==> src/rtl/tile_rom_server_pkg.sv <==
// -----------------------------------------------------------------------------
// tile_rom_server_pkg
// Shared definitions for the tile ROM responder. It holds the default address
// widths, the SDRAM offset of the tile ROM region, and the fetch FSM state type.
// -----------------------------------------------------------------------------
package tile_rom_server_pkg;

  localparam int TILE_ADDR_W = 18;
  localparam int TILE_SDR_AW = 24;
  localparam logic [TILE_SDR_AW-1:0] TILE_SDR_BASE = 24'h080000;

  // The fetch FSM. RESYNC after reset is a condition of IDLE: the state stays
  // IDLE and no request is issued while ack differs from req.
  typedef enum logic {
    IDLE = 1'b0,
    WAIT = 1'b1
  } state_t;

endpackage : tile_rom_server_pkg

==> src/rtl/tile_rom_server.sv <==
// -----------------------------------------------------------------------------
// tile_rom_server
// This block answers tile ROM reads from the scroll plane. It keeps one fetched
// 32-bit word and the address that word belongs to. When the plane asks for a
// different address, or the held word was invalidated, it fetches the new word
// from SDRAM through a toggle req/ack port. While a ROM download is running, it
// issues no fetches.
//
// Ports
//   clk, reset   system clock; asynchronous active-high reset
//   rom_addr     tile ROM word address from the plane block
//   rom_dout     held ROM word (registered; changes only on fetch or reset)
//   rom_valid    rom_dout belongs to the current rom_addr
//   dl_busy      ROM download in progress; blocks fetches and invalidates
//   sdr_addr     SDRAM word address = SDR_BASE + rom_addr, wrapping at SDR_AW bits
//   sdr_req      toggle request
//   sdr_ack      toggle acknowledge
//   sdr_dout     SDRAM read data, valid in the cycle ack matches req
//   miss_count   saturating count of issued fetches
//   dbg_state    current fetch FSM state
//
// Handshake: a fetch is outstanding when sdr_ack != sdr_req. To issue a fetch,
// this block sets sdr_addr and toggles sdr_req in the same cycle. It then keeps
// both stable until the responder sets sdr_ack equal to sdr_req. sdr_dout is
// captured in that same cycle.
// -----------------------------------------------------------------------------
module tile_rom_server
  import tile_rom_server_pkg::*;
#(
  parameter int                ADDR_W   = tile_rom_server_pkg::TILE_ADDR_W,
  parameter int                SDR_AW   = tile_rom_server_pkg::TILE_SDR_AW,
  parameter logic [SDR_AW-1:0] SDR_BASE = tile_rom_server_pkg::TILE_SDR_BASE
) (
  input  logic              clk,
  input  logic              reset,
  input  logic [ADDR_W-1:0] rom_addr,
  output logic [31:0]       rom_dout,
  output logic              rom_valid,
  input  logic              dl_busy,
  output logic [SDR_AW-1:0] sdr_addr,
  output logic              sdr_req,
  input  logic              sdr_ack,
  input  logic [31:0]       sdr_dout,
  output logic [15:0]       miss_count,
  output state_t            dbg_state
);

  state_t              state_q, state_d;
  logic                sdr_req_q, sdr_req_d;
  logic [SDR_AW-1:0]   sdr_addr_q, sdr_addr_d;
  logic [ADDR_W-1:0]   fetch_addr_q, fetch_addr_d;
  logic [ADDR_W-1:0]   held_addr_q, held_addr_d;
  logic                held_ok_q, held_ok_d;
  logic [31:0]         rom_dout_q, rom_dout_d;
  logic [15:0]         miss_count_q, miss_count_d;

  logic                ack_match;
  logic                held_hit;

  assign ack_match = (sdr_ack == sdr_req_q);
  assign held_hit  = held_ok_q && (rom_addr == held_addr_q);

  always_comb begin
    state_d      = state_q;
    sdr_req_d    = sdr_req_q;
    sdr_addr_d   = sdr_addr_q;
    fetch_addr_d = fetch_addr_q;
    held_addr_d  = held_addr_q;
    held_ok_d    = held_ok_q;
    rom_dout_d   = rom_dout_q;
    miss_count_d = miss_count_q;

    case (state_q)
      IDLE: begin
        if (dl_busy) begin
          // Data may be rewritten by the download, so the held word is
          // treated as invalid.
          held_ok_d = 1'b0;
        end else if (ack_match && !held_hit) begin
          // If ack_match is low here, a stale ack is left over from before
          // reset. The block waits for the responder to resync before it
          // issues anything.
          fetch_addr_d = rom_addr;
          sdr_addr_d   = SDR_BASE + SDR_AW'(rom_addr);
          sdr_req_d    = ~sdr_req_q;
          if (miss_count_q != 16'hFFFF) begin
            miss_count_d = miss_count_q + 16'd1;
          end
          state_d = WAIT;
        end
      end

      WAIT: begin
        // A fetch is never cancelled. If rom_addr changed meanwhile, IDLE
        // sees the mismatch and issues again.
        if (ack_match) begin
          rom_dout_d  = sdr_dout;
          held_addr_d = fetch_addr_q;
          held_ok_d   = 1'b1;
          state_d     = IDLE;
        end
      end

      default: state_d = IDLE;
    endcase
  end

  always_ff @(posedge clk or posedge reset) begin
    if (reset) begin
      state_q      <= IDLE;
      sdr_req_q    <= 1'b0;
      sdr_addr_q   <= '0;
      fetch_addr_q <= '0;
      held_addr_q  <= '0;
      held_ok_q    <= 1'b0;
      rom_dout_q   <= '0;
      miss_count_q <= '0;
    end else begin
      state_q      <= state_d;
      sdr_req_q    <= sdr_req_d;
      sdr_addr_q   <= sdr_addr_d;
      fetch_addr_q <= fetch_addr_d;
      held_addr_q  <= held_addr_d;
      held_ok_q    <= held_ok_d;
      rom_dout_q   <= rom_dout_d;
      miss_count_q <= miss_count_d;
    end
  end

  assign rom_valid  = held_hit && !dl_busy;
  assign rom_dout   = rom_dout_q;
  assign sdr_addr   = sdr_addr_q;
  assign sdr_req    = sdr_req_q;
  assign miss_count = miss_count_q;
  assign dbg_state  = state_q;

endmodule : tile_rom_server

==> config.mk <==
export PLATFORM = sky130hd
export DESIGN_NAME = tile_rom_server
export DESIGN_NICKNAME = d
export VERILOG_FILES = /design/src/rtl/tile_rom_server_pkg.sv /design/src/rtl/tile_rom_server.sv
export SDC_FILE = /design/constraint.sdc
export NUM_CORES = 1
export LEC_CHECK = 0
export ABC_AREA = 1
export BUFFER_PORTS_ARGS = -buffer_cell sky130_fd_sc_hd__buf_4
export CAP_MARGIN = 20
export CORE_MARGIN = 2
export CORE_UTILIZATION = 55
export CTS_CLUSTER_DIAMETER = 60
export DETAILED_ROUTE_END_ITERATION = 12
export MAX_ROUTING_LAYER = met4
export PLACE_DENSITY = 0.85
export SYNTH_ARGS = -nofsm -noshare
export SYNTH_HDL_FRONTEND = slang
export SYNTH_SLANG_ARGS = --single-unit
==> constraint.sdc <==
create_clock -name clk -period 5 [get_ports clk]
set_input_delay 0.75 -clock clk [delete_from_list [all_inputs] [get_ports clk]]
set_output_delay 0.75 -clock clk [all_outputs]
set_load 0.005 [all_outputs]
==> impl_metrics.yaml <==
routing:
  vias_per_cell: 5.21
  drt_first_iter_violations: 159
  firstDrtPassIters: 5
  routed_wl_mm: 9.62
  wl_per_cell_um: 14.3
  drc_errors: 0
  route.antenna.remaining_nets: 0
  via_count: 3518
grt:
  grt_max_degree: 89
  grt_first_pass_wirelength_mm: 15.6
  sum_of_overflow_across_all_layers_after_global_routing: 0
  number_of_antenna_violations_at_the_first_check_in_global_routing: 0
  grt_util_all_layers: 0.238
  grt_pass1_vias: 3317
timing:
  fmaxAchievable_mhz: 370
  worstMarginPinSlew_ns: 0.864
  final_max_slew_viol_count: 0
  min_period_ns: 2.71
  timing.final.hold_violations: 0
  final.setup.tns_ns: 0
  timing.final.crit_share: 0.541
  slew_headroom: 0.423
  finalClockSkew_ns: 0.00990
  finalSetupViolCount: 0
  rsz0062_at_grt: "no"
synth:
  synth_warnings: 0
  synthesis.area_um2: 4230
  synth_top_cells_by_area: "dfrtp_1 (52%), nand2_1 (12%), mux2_2 (8.5%)"
  synth_cells: 454
  seq_area_frac_synth: 0.520
  synth.lib_cells_used.distinct: 30
  synth_largest_type_area_fraction: 0.520
  post_synth.cell_area_avg_um2: 9.32
  synth_area_leader_cell: "dfrtp_1"
  postSynthRegisterBits: 88
setup_path:
  r2r_cells: 6
  r2r-start: "sdr_req"
  cp.arrival_ns: 1.96
  worst_setup_path_end_kind: "output port"
  critical_path.max_fanout: 15
  timing.setup.critical_path_class: "primary input to output port"
  timing.critical_path.required_ns: 4.25
  worst_setup_path_start_kind: "primary input"
  setup.reg_to_reg.worst_slack_ns: 2.65
  crit-reg2reg-capture: "fetch_addr_q[6]"
  worstSetupStartpoint: "rom_addr[17]"
clocking:
  cts-root-buf: "clkbuf_8"
  cts_hold_repair.buffers: 0
  cts_made_buffers: 9
  cts_setup_buffers: 0
  clock_sink_count: 88
  clk_path_buf_depth: 2
  tritoncts_clock_tree: "yes"
  htree_depth: 3
  ctsResizeCount: 0
  clk_pin_slew_worst_paths_ns: 0.09
  skew_pair_late_insertion_delay_ns: 0.36
cells_and_area:
  area_delta_synth_final_pct: 26.1
  nNetsFinal: 626
  finalNonFillerCells: 675
  layout_cell_share_with_drive_strength_beyond_1: 0.330
  diodes: 0
placed_design:
  placed_insts: 658
  finalWeightedCongestion: 0.933
  post-dp-hpwl_mm: 6.87
  numPortBuffers: 123
power:
  vdd.ir_drop.worst_mv: 0.357
  p_leak_uw: 0.00280
  cellPowerDensity_nw_per_um2: 529
worst_hold_path:
  min_path_type: "primary input to asynchronous set/reset pin"
flow_run:
  cap_viol_max_count: 0
die:
  fp-row-count: 31
  die_width_um: 91.7
  fp.dieH_um: 91.7
  start_util: 0.574
  core_area_um2: 7370
  design.portCount: 129
  dieArea_um2: 8410
status:
  run_status: "complete, no violations"
## per-layer routing
layer / global-route usage / up-vias / wire length [µm]
li1: - / 1687 / -
met1: 0.316 / 1667 / 4150
met2: 0.380 / 149 / 4700
met3: 0.0378 / 15 / 655
met4: 0.0746 / 0 / 121
met5: - / - / 0
## Yosys cell counts
cell	n
nor2_2	2
nand3_1	6
inv_1	38
dfrtp_1	88
o21ai_0	3
buf_1	1
nand4_2	1
nand2_2	2
xnor2_2	1
nand3_4	1
a22oi_1	1
nor2_1	39
clkbuf_1	2
nand4_1	37
nand2_1	134
mux2_2	32
nor3_1	2
xnor2_1	7
mux2_1	5
o21ai_1	1
buf_6	5
conb_1	1
a21oi_1	13
ha_1	1
xor2_1	7
buf_2	3
nand3_2	3
nor2_4	2
buf_4	14
inv_2	2
## worst max path at each step
stage,cells past startpoint,end,slack [ns]
global placement,6,rom_valid,2.28
finish,6,rom_valid,2.29
detailed placement,7,fetch_addr_q[13],2.27
global route,6,rom_valid,2.19
CTS,6,rom_valid,2.28
floorplan,1,dbg_state,1.97
## where the power goes
part | total (µW) | internal, µW | switching (µW) | leakage (µW)
Clock | 452 | 186 | 266 | 0.0000866
Sequential | 1230 | 1020 | 209 | 0.00108
Combinational | 1140 | 603 | 541 | 0.00164
Total | 2820 | 1810 | 1020 | 0.00280
## placed cells by master (no fill, tap or decap), drive strengths merged, types with 3 or more instances in the layout
cell / n
a21oi: 13
nand2: 136
nand4: 38
clkbuf: 9
mux2: 37
xnor2: 8
dfrtp: 88
nand3: 10
nor2: 43
buf: 127
conb: 5
inv: 42
o21ai: 4
xor2: 7
clkinv: 3
## final cells by class
class | count | area, µm²
clock buffers | 9 | 124
clock inverters | 7 | 55.1
fillers | 580 | 2030
inverters | 40 | 151
multi-input cells | 305 | 1710
flip-flops and latches | 88 | 2200
well taps | 99 | 124
repair buffers | 127 | 973
## critical path, cell delays in order
cell and delay [ns]:
buf_4 0.12, xor2_1 0.15, nor3_1 0.27, nand3_2 0.33, nor2_1 0.19, buf_4 0.13
## registers in the layout (all words and copies together) (netlist names)
name / flops
sdr_req: 1
rom_dout: 32
held_addr_q: 18
held_ok_q: 1
dbg_state: 1
miss_count: 16
sdr_addr: 2
fetch_addr_q: 17
## kinds of logic (layout without fill, tap and decap cells)
| kind of cell | Yosys count | count (layout) | share of synthesized area |
|---|---|---|---|
| adder cells (fa/ha/maj) | 1 | 1 | 0.00296 |
| AND/OR/NAND/NOR | 229 | 229 | 0.243 |
| XOR/XNOR | 15 | 15 | 0.0328 |
| multiplexers | 37 | 37 | 0.0984 |
| flip-flops | 88 | 88 | 0.520 |
| other | 1 | 5 | 0.000886 |
| AO/OA/AOI/OAI | 18 | 18 | 0.0219 |
| buffers and inverters | 65 | 183 | 0.0798 |
## metrics by stage
step	setup slack, ns	instance area (µm²)	utilization	power [µW]	hold WS, ns
after floorplan	1.97	4250	-	1870	0.457
after global placement	2.28	5130	0.696	2320	0.454
after detailed placement	2.27	5130	0.696	2380	0.460
after CTS	2.28	5310	0.721	2830	0.484
after global routing	2.19	5340	0.724	3020	0.385
final	2.29	5340	0.724	2820	0.380
(Power assumes the default switching activity.)
